`src/rtl/viterbi_pkg.sv`:
```
`default_nettype none
// ============================================================================
// Module   : viterbi_pkg
// Brief    : Shared frame geometry, metric defaults and FSM state type for
//            the rate-1/2 K=3 Viterbi front end.
// Revision : 1.0
// ============================================================================
package viterbi_pkg;

  localparam int MSG_LEN         = 7;
  localparam int CODE_LEN        = 2 * MSG_LEN;
  localparam int MET_W           = 4;
  localparam int ERR_THRESH_DEF  = 3;
  localparam int DEC_TIMEOUT_DEF = 15;
  localparam int TMO_W           = 5;
  localparam int IDX_W           = $clog2(CODE_LEN);
  localparam int BITCNT_W        = $clog2(MSG_LEN);

  typedef logic [CODE_LEN-1:0] code_t;
  typedef logic [MSG_LEN-1:0]  msg_t;
  typedef logic [MET_W-1:0]    metric_t;

  typedef enum logic [1:0] {
    IDLE  = 2'd0,
    WAIT  = 2'd1,
    DRAIN = 2'd2
  } ctrl_state_t;

endpackage
`default_nettype wire

```
`src/rtl/viterbi_frame_ctrl_if.sv`:
```
`default_nettype none
// ============================================================================
// Module   : viterbi_frame_ctrl_if
// Brief    : Bit source, decoder handshake and sink signals of the frame
//            controller; slave = controller side, master = environment side.
// Revision : 1.0
// ============================================================================
interface viterbi_frame_ctrl_if;
  import viterbi_pkg::*;

  logic    in_bit;
  logic    in_valid;
  logic    frame_sync;
  logic    dec_start;
  code_t   dec_code;
  logic    dec_done;
  msg_t    dec_data;
  metric_t dec_metric;
  logic    out_bit;
  logic    out_valid;
  logic    out_first;
  logic    bad_frame;
  logic    frame_err;
  logic    overflow;
  logic    busy;

  modport slave (
    input  in_bit, in_valid, frame_sync, dec_done, dec_data, dec_metric,
    output dec_start, dec_code, out_bit, out_valid, out_first, bad_frame,
           frame_err, overflow, busy
  );

  modport master (
    output in_bit, in_valid, frame_sync, dec_done, dec_data, dec_metric,
    input  dec_start, dec_code, out_bit, out_valid, out_first, bad_frame,
           frame_err, overflow, busy
  );

endinterface
`default_nettype wire

```
`src/rtl/viterbi_frame_asm.sv`:
```
`default_nettype none
// ============================================================================
// Module   : viterbi_frame_asm
// Brief    : Serial-to-parallel coded frame assembler with sync-slip detect
//            and a combinational completion strobe on the last bit.
// Revision : 1.0
// ============================================================================
module viterbi_frame_asm
  import viterbi_pkg::*;
(
  input  wire logic clk1,
  input  wire logic reset,
  input  wire logic i_in_bit,
  input  wire logic i_in_valid,
  input  wire logic i_frame_sync,
  output code_t     o_frame_data,
  output logic      o_frame_done,
  output logic      o_sync_slip
);

  localparam logic [IDX_W-1:0] c_last_idx = IDX_W'(CODE_LEN - 1);

  logic [IDX_W-1:0]    r_idx;
  logic [CODE_LEN-2:0] r_shift;
  logic                w_last;

  // The final bit is never stored; it is merged straight into the frame so
  // the holding buffer can take it on the same edge.
  always_comb begin
    w_last       = (r_idx == c_last_idx);
    o_frame_done = i_in_valid && !i_frame_sync && w_last;
    o_sync_slip  = i_in_valid && i_frame_sync && (r_idx != '0);
    o_frame_data = {i_in_bit, r_shift};
  end

  always_ff @(posedge clk1) begin
    if (!reset) begin
      r_idx   <= '0;
      r_shift <= '0;
    end else if (i_in_valid) begin
      if (i_frame_sync) begin
        r_shift <= {{(CODE_LEN-2){1'b0}}, i_in_bit};
        r_idx   <= IDX_W'(1);
      end else if (w_last) begin
        r_idx   <= '0;
      end else begin
        r_shift[r_idx] <= i_in_bit;
        r_idx          <= r_idx + 1'b1;
      end
    end
  end

endmodule
`default_nettype wire

```
`src/rtl/viterbi_frame_ctrl.sv`:
```
`default_nettype none
// ============================================================================
// Module   : viterbi_frame_ctrl
// Brief    : Frame sequencer: assembles coded frames, double-buffers them,
//            runs the decoder start/done handshake and serializes results.
// Revision : 1.0
// ============================================================================
module viterbi_frame_ctrl
  import viterbi_pkg::*;
#(
  parameter int ERR_THRESH  = ERR_THRESH_DEF,
  parameter int DEC_TIMEOUT = DEC_TIMEOUT_DEF
) (
  input wire logic            clk1,
  input wire logic            reset,
  viterbi_frame_ctrl_if.slave bus
);

  localparam logic [TMO_W-1:0]    c_tmo_last = TMO_W'(DEC_TIMEOUT - 1);
  localparam logic [BITCNT_W-1:0] c_bit_last = BITCNT_W'(MSG_LEN - 1);
  localparam metric_t             c_thresh   = MET_W'(ERR_THRESH);

  code_t                w_frame;
  logic                 w_frame_done;
  logic                 w_slip;

  ctrl_state_t          r_state;
  ctrl_state_t          w_state_next;
  logic                 w_dispatch;
  logic                 w_capture;
  logic                 w_timeout;
  logic                 w_accept;
  logic                 w_last_bit;
  logic                 w_draining;

  logic                 r_held_v;
  code_t                r_held;
  logic                 r_dec_start;
  code_t                r_dec_code;
  logic [TMO_W-1:0]     r_wait_cnt;
  msg_t                 r_word;
  logic                 r_bad;
  logic [BITCNT_W-1:0]  r_bit_cnt;
  logic                 r_frame_err;
  logic                 r_overflow;

  viterbi_frame_asm u_asm (
    .clk1         (clk1),
    .reset        (reset),
    .i_in_bit     (bus.in_bit),
    .i_in_valid   (bus.in_valid),
    .i_frame_sync (bus.frame_sync),
    .o_frame_data (w_frame),
    .o_frame_done (w_frame_done),
    .o_sync_slip  (w_slip)
  );

  always_ff @(posedge clk1) begin
    if (!reset) r_state <= IDLE;
    else        r_state <= w_state_next;
  end

  // DRAIN hands straight over to WAIT on its last bit when a frame is held,
  // so dec_start can follow the final out_valid cycle with no gap.
  always_comb begin
    w_state_next = r_state;
    w_dispatch   = 1'b0;
    w_capture    = 1'b0;
    w_timeout    = 1'b0;
    w_last_bit   = (r_bit_cnt == c_bit_last);
    case (r_state)
      IDLE: begin
        if (r_held_v) begin
          w_dispatch   = 1'b1;
          w_state_next = WAIT;
        end
      end
      WAIT: begin
        if (bus.dec_done) begin
          w_capture    = 1'b1;
          w_state_next = DRAIN;
        end else if (r_wait_cnt == c_tmo_last) begin
          w_timeout    = 1'b1;
          w_state_next = IDLE;
        end
      end
      DRAIN: begin
        if (w_last_bit) begin
          if (r_held_v) begin
            w_dispatch   = 1'b1;
            w_state_next = WAIT;
          end else begin
            w_state_next = IDLE;
          end
        end
      end
      default: w_state_next = IDLE;
    endcase
    w_accept = w_frame_done && (!r_held_v || w_dispatch);
  end

  always_ff @(posedge clk1) begin
    if (!reset) begin
      r_held_v    <= 1'b0;
      r_held      <= '0;
      r_dec_start <= 1'b0;
      r_dec_code  <= '0;
      r_wait_cnt  <= '0;
      r_word      <= '0;
      r_bad       <= 1'b0;
      r_bit_cnt   <= '0;
      r_frame_err <= 1'b0;
      r_overflow  <= 1'b0;
    end else begin
      r_dec_start <= w_dispatch;
      if (w_dispatch) r_dec_code <= r_held;
      r_held_v <= w_accept || (r_held_v && !w_dispatch);
      if (w_accept) r_held <= w_frame;
      // Counter restarts whenever WAIT is entered from another state.
      r_wait_cnt <= (r_state == WAIT) ? r_wait_cnt + 1'b1 : '0;
      if (w_capture) begin
        r_word <= bus.dec_data;
        r_bad  <= (bus.dec_metric > c_thresh);
      end else if (r_state == DRAIN) begin
        r_word <= {r_word[MSG_LEN-2:0], 1'b0};
      end
      r_bit_cnt   <= (r_state == DRAIN) ? r_bit_cnt + 1'b1 : '0;
      r_frame_err <= w_slip || w_timeout;
      r_overflow  <= w_frame_done && !w_accept;
    end
  end

  assign w_draining    = (r_state == DRAIN);
  assign bus.dec_start = r_dec_start;
  assign bus.dec_code  = r_dec_code;
  assign bus.out_valid = w_draining;
  assign bus.out_bit   = w_draining && r_word[MSG_LEN-1];
  assign bus.out_first = w_draining && (r_bit_cnt == '0);
  assign bus.bad_frame = w_draining && (r_bit_cnt == '0) && r_bad;
  assign bus.frame_err = r_frame_err;
  assign bus.overflow  = r_overflow;
  assign bus.busy      = (r_state != IDLE) || r_held_v;

endmodule
`default_nettype wire

```
`src/flat_wrapper.sv`:
```
// flat-port wrapper written by rule: the top's interface ports become plain ports
module viterbi_frame_ctrl_flat import viterbi_pkg::*;
#(
  parameter int ERR_THRESH  = ERR_THRESH_DEF,
  parameter int DEC_TIMEOUT = DEC_TIMEOUT_DEF
)
  (clk1, reset, bus_in_bit, bus_in_valid, bus_frame_sync, bus_dec_done, bus_dec_data, bus_dec_metric, bus_dec_start, bus_dec_code, bus_out_bit, bus_out_valid, bus_out_first, bus_bad_frame, bus_frame_err, bus_overflow, bus_busy);
  viterbi_frame_ctrl_if bus_i ();
  input wire logic clk1;
  input wire logic reset;
  input wire logic [$bits(bus_i.in_bit)-1:0] bus_in_bit;
  input wire logic [$bits(bus_i.in_valid)-1:0] bus_in_valid;
  input wire logic [$bits(bus_i.frame_sync)-1:0] bus_frame_sync;
  input wire logic [$bits(bus_i.dec_done)-1:0] bus_dec_done;
  input wire logic [$bits(bus_i.dec_data)-1:0] bus_dec_data;
  input wire logic [$bits(bus_i.dec_metric)-1:0] bus_dec_metric;
  output wire logic [$bits(bus_i.dec_start)-1:0] bus_dec_start;
  output wire logic [$bits(bus_i.dec_code)-1:0] bus_dec_code;
  output wire logic [$bits(bus_i.out_bit)-1:0] bus_out_bit;
  output wire logic [$bits(bus_i.out_valid)-1:0] bus_out_valid;
  output wire logic [$bits(bus_i.out_first)-1:0] bus_out_first;
  output wire logic [$bits(bus_i.bad_frame)-1:0] bus_bad_frame;
  output wire logic [$bits(bus_i.frame_err)-1:0] bus_frame_err;
  output wire logic [$bits(bus_i.overflow)-1:0] bus_overflow;
  output wire logic [$bits(bus_i.busy)-1:0] bus_busy;
  assign bus_i.in_bit = bus_in_bit;
  assign bus_i.in_valid = bus_in_valid;
  assign bus_i.frame_sync = bus_frame_sync;
  assign bus_i.dec_done = bus_dec_done;
  assign bus_i.dec_data = bus_dec_data;
  assign bus_i.dec_metric = bus_dec_metric;
  assign bus_dec_start = bus_i.dec_start;
  assign bus_dec_code = bus_i.dec_code;
  assign bus_out_bit = bus_i.out_bit;
  assign bus_out_valid = bus_i.out_valid;
  assign bus_out_first = bus_i.out_first;
  assign bus_bad_frame = bus_i.bad_frame;
  assign bus_frame_err = bus_i.frame_err;
  assign bus_overflow = bus_i.overflow;
  assign bus_busy = bus_i.busy;
  viterbi_frame_ctrl #(.ERR_THRESH(ERR_THRESH), .DEC_TIMEOUT(DEC_TIMEOUT)) u_core (.clk1(clk1), .reset(reset), .bus(bus_i));
endmodule
```
`config.mk`:
```
export PLATFORM = sky130hd
export DESIGN_NAME = viterbi_frame_ctrl_flat
export DESIGN_NICKNAME = d
export VERILOG_FILES = /design/src/rtl/viterbi_pkg.sv /design/src/rtl/viterbi_frame_ctrl_if.sv /design/src/rtl/viterbi_frame_asm.sv /design/src/rtl/viterbi_frame_ctrl.sv /design/src/flat_wrapper.sv
export SDC_FILE = /design/constraint.sdc
export NUM_CORES = 1
export LEC_CHECK = 0
export ABC_AREA = 1
export CORE_MARGIN = 5
export CORE_UTILIZATION = 24
export CTS_CLUSTER_DIAMETER = 60
export DETAILED_ROUTE_END_ITERATION = 10
export PLACE_DENSITY = 0.5
export SLEW_MARGIN = 15
export SYNTH_ARGS = -nofsm -noshare
export SYNTH_HDL_FRONTEND = slang
export SYNTH_HIERARCHICAL = 1
export SYNTH_SLANG_ARGS = --single-unit
```
`constraint.sdc`:
```
create_clock -name clk1 -period 1.8 [get_ports clk1]
set_clock_uncertainty 0.05 [all_clocks]
set_input_delay 0.36 -clock clk1 [delete_from_list [all_inputs] [get_ports clk1]]
set_output_delay 0.36 -clock clk1 [all_outputs]
set_load 0.1 [all_outputs]
```
==> reports/results.md <==
| Item | Reported |
| --- | --- |
| CTS tree | built |
| Arithmetic-cell share of the synthesized area counting full adders, half adders and majority gates | 0.0202 |
| Kind of start point of the critical path | register |
| Final wirelength | 6790 µm |
| Worst path depth | 5 |
| Number of storage elements in the synthesis netlist | 67 |
| Final cell count without fillers | 651 |
| RSZ-0062 raised after global routing | yes |
| Initial Utilization | 0.245 |
| Critical-path cell list | inv_2 > nand2_4 > nor3_4 > and2_4 > buf_12 |
| Max Cap Violations | 0 |
| Worst hold path depth | 1 |
| Max Fclk | 568 MHz |
| Via Count | 2687 |
| Worst Hold Slack | 0.380 ns |
| Type of element capturing the critical path | primary output |
| Multiplexer area fraction after synthesis | 0 |
| Area of the core region | 12600 µm² |
| Power Total | 3.34 mW |
| Synth Cell Area | 3100 µm² |
| Cts-stage hold buffer count | 0 |
| Number of buffer cells added on primary ports | 36 |
| Synth unique cells | 29 |
| Chip width | 124 µm |
| Slowest cell on the critical path | sky130_fd_sc_hd__dfxtp_2 |
| Detailed-routed wire length on met2 | 3050 µm |
| Routed vias/inst | 4.13 |
| Top_reg_cell synth | sky130_fd_sc_hd__dfxtp_1 |
| Fraction of synthesized cell area taken by the top area cell type | 0.433 |
| Mapped Nets | 458 |
| CTS H-tree lvls | 3 |
| Largest net degree at the start of global routing | 38 |
| Tmin final | 1.76 ns |
| Final antenna-violating net count | 0 |
| Final Hold Fails | 0 |
| Final-report max-slew violation count | 0 |
| CP bufs+invs | 2 |
| Simple-gate area share of the yosys netlist | 0.312 |
| Leading post-synthesis cells by cell area | sky130_fd_sc_hd__dfxtp_1 43%, sky130_fd_sc_hd__nand2_1 10%, sky130_fd_sc_hd__nor2_1 8.6% |
| Pwr/cell area | 793 nW/µm² |
| Number of clock sinks | 67 |
| Max_slew headroom | 0.704 |
| Reg2reg path depth | 8 |
| Critical Setup Path Class | reg2out |
| Worst IR drop on VDD | 0.000409 V |
| HPWL after detailed placement | 4730 µm |
| Main combinational cell family by area after synthesis | simple AND/OR/NAND/NOR gates |
| Number of placement rows | 41 |
| Number of global-route vias before repair | 2621 |
| Number of enable flip-flop cells after synthesis | 0 |
| Final Cycle Share | 0.978 |
| Sum of overflow across all layers after global routing | 0 |
| Clock slew seen by the registers of the worst setup and hold paths | 0.05 ns |
| Layout net count | 496 |
| Required time of the critical path | 1.39 ns |
| Clock Latency Late Sink | 0.32 ns |
| Class of the most critical hold timing path | reg2reg |
| Number of CTS-inserted buffers | 9 |
| Transition time at the pin with the least slew margin | 0.443 ns |
| Count of placed standard cells including taps | 633 |
| Initial antenna violation count | 0 |
| Number of DRC markers after the initial detailed-route iteration | 164 |
| CTS max path bufs | 2 |
| Area of the die | 15300 µm² |
| WL met1 | 3350 µm |
| Yosys warning count | 6 |
| Static leakage | 1.69 nW |
| Vertical die dimension | 124 µm |
| Area growth syn-to-layout | 36.1% |
| Count of mapped cells out of synthesis | 436 |
| Top cell family by delay on the critical path | simple AND/OR/NAND/NOR gates |
| Count of filler cells inserted in the layout | 1393 |
| Synthesized area per cell | 7.11 µm² |
| DR DRC count | 0 |
| Cell type contributing the most total cell area after synthesis | sky130_fd_sc_hd__dfxtp_1 |
| Layout cells sized above 1 | 0.161 |
| Top layer in use | met4 |
| Synth Area in Compound Gates | 0.118 |
| Xor and xnor area share after synthesis | 0.00565 |
| Maximum cell stage delay along the critical path | 0.34 ns |
| Clock root buffer | sky130_fd_sc_hd__clkbuf_16 |
| Crit-path max FO | 6 |
| Routability Congestion | 0.863 |
| Number of top-level pins | 39 |
| Run status | completed |
| Met3 wirelength from detailed routing | 276 µm |
| First-pass iteration count of the detailed router | 5 |
| Inserted Diodes | 0 |
| Final routed wire length divided by cell count | 10.4 µm |
| Setup Viol. Count Final | 0 |
| Worst endpoint data arrival time | 1.35 ns |
| Wire length of the first global-routing pass | 11900 µm |
| Fraction of registers with async set or reset after synthesis | 0 |
| Seq/Total Area, Yosys | 0.433 |
| GRT Overall Usage | 0.0962 |
==> stage by stage <==
step                      setup TNS, ns  utilization  worst slack [ns]  cell area (µm²)
after floorplan                  -0.424            -            -0.424             3130
after global placement                0        0.309            0.0331             3900
after detailed placement              0        0.309           0.00135             3900
after CTS                             0        0.334           0.00437             4210
after global routing            -0.0654        0.334           -0.0469             4220
final                                 0        0.334            0.0390             4220
==> state kept, by name, indices dropped and copies added, names as in the netlist <==
| signal | cells |
|---|---|
| u_core/bus.frame_err | 1 |
| u_core/r_bit_cnt | 3 |
| u_core/bus.overflow | 1 |
| u_core/r_bad | 1 |
| u_core/bus.dec_start | 1 |
| u_core/r_wait_cnt | 5 |
| u_core/u_asm/r_shift | 13 |
| u_core/r_held_v | 1 |
| u_core/r_state | 2 |
| u_core/r_word | 7 |
| u_core/u_asm/r_idx | 4 |
| u_core/bus.dec_code | 14 |
| u_core/r_held | 14 |
==> what timing repair did <==
| item | in CTS | in global routing |
|---|---|---|
| gates resized for setup | 3 | 2 |
| endpoints found under the setup margin | 2 | 3 |
| buffers inserted | 2 | 0 |
| pin swaps | 1 | 0 |
==> routing by layer <==
layer / global-route usage / vias up
met5: 0 / -
met2: 0.154 / 41
li1: - / 1445
met3: 0.0263 / 9
met1: 0.122 / 1192
met4: 0.0394 / 0
==> layout by cell type (no fill, tap or decap), types with 2 or more instances in the layout <==
cell type and instances:
sky130_fd_sc_hd__nor3_1 2, sky130_fd_sc_hd__inv_2 6, sky130_fd_sc_hd__dfxtp_1 63, sky130_fd_sc_hd__nand4_1 4, sky130_fd_sc_hd__clkbuf_16 9, sky130_fd_sc_hd__inv_4 2, sky130_fd_sc_hd__a21oi_1 41, sky130_fd_sc_hd__nor2_2 4
sky130_fd_sc_hd__o21bai_1 9, sky130_fd_sc_hd__buf_12 25, sky130_fd_sc_hd__o21ai_0 17, sky130_fd_sc_hd__buf_4 7, sky130_fd_sc_hd__clkbuf_1 2, sky130_fd_sc_hd__inv_1 49, sky130_fd_sc_hd__nor2_1 70, sky130_fd_sc_hd__clkdlybuf4s50_1 14
sky130_fd_sc_hd__nor2_4 2, sky130_fd_sc_hd__nand2_4 5, sky130_fd_sc_hd__ha_1 4, sky130_fd_sc_hd__xnor2_1 2, sky130_fd_sc_hd__dfxtp_2 4, sky130_fd_sc_hd__nand3_1 38, sky130_fd_sc_hd__nand2_1 86, sky130_fd_sc_hd__clkbuf_8 4
==> logic make-up after synthesis <==
family / Yosys count
buffers and inverters: 76
xor gates and xnor gates: 2
AOI/OAI and AO/OA: 68
adders and majority gates: 5
DFF: 67
and+or+nand+nor: 218
==> worst paths after layout <==
check	endpoint	from	slack, ns
max	bus_bad_frame	u_core/r_state[0]	0.04
min	u_core/r_bit_cnt[0]	u_core/r_bit_cnt[0]	0.38
max reg2reg	u_core/r_held[12]	u_core/u_asm/r_idx[0]	0.15
min reg2reg	u_core/r_bit_cnt[0]	u_core/r_bit_cnt[0]	0.38
==> synth_stat cells, types with 5 or more instances <==
| library cell | n |
|---|---|
| sky130_fd_sc_hd__clkbuf_1 | 5 |
| sky130_fd_sc_hd__nand3_1 | 38 |
| sky130_fd_sc_hd__o21bai_1 | 9 |
| sky130_fd_sc_hd__a21oi_1 | 41 |
| sky130_fd_sc_hd__buf_2 | 5 |
| sky130_fd_sc_hd__buf_6 | 5 |
| sky130_fd_sc_hd__o21ai_0 | 17 |
| sky130_fd_sc_hd__dfxtp_1 | 67 |
| sky130_fd_sc_hd__nand2_1 | 86 |
| sky130_fd_sc_hd__inv_1 | 53 |
| sky130_fd_sc_hd__nor2_1 | 71 |
| sky130_fd_sc_hd__ha_1 | 5 |
==> cell type report <==
cell class | instances | area, µm² | area share
clock inverters | 1 | 5.00 | 0.00119
clock buffers | 15 | 288 | 0.0683
well taps | 172 | 215 | 0.0511
flip-flops and latches | 67 | 1350 | 0.319
inverters | 57 | 219 | 0.0519
multi-input cells | 293 | 1450 | 0.344
repair buffers | 46 | 693 | 0.164
==> where the power goes <==
part	internal (mW)	leakage (nW)	switching [mW]	total, mW
clock network	1.08	0.146	0.591	1.67
registers	1.49	0.542	0.00795	1.50
logic	0.0723	0.998	0.101	0.173
total	2.64	1.69	0.699	3.34
Note: power is estimated with default switching activity, not from simulation.
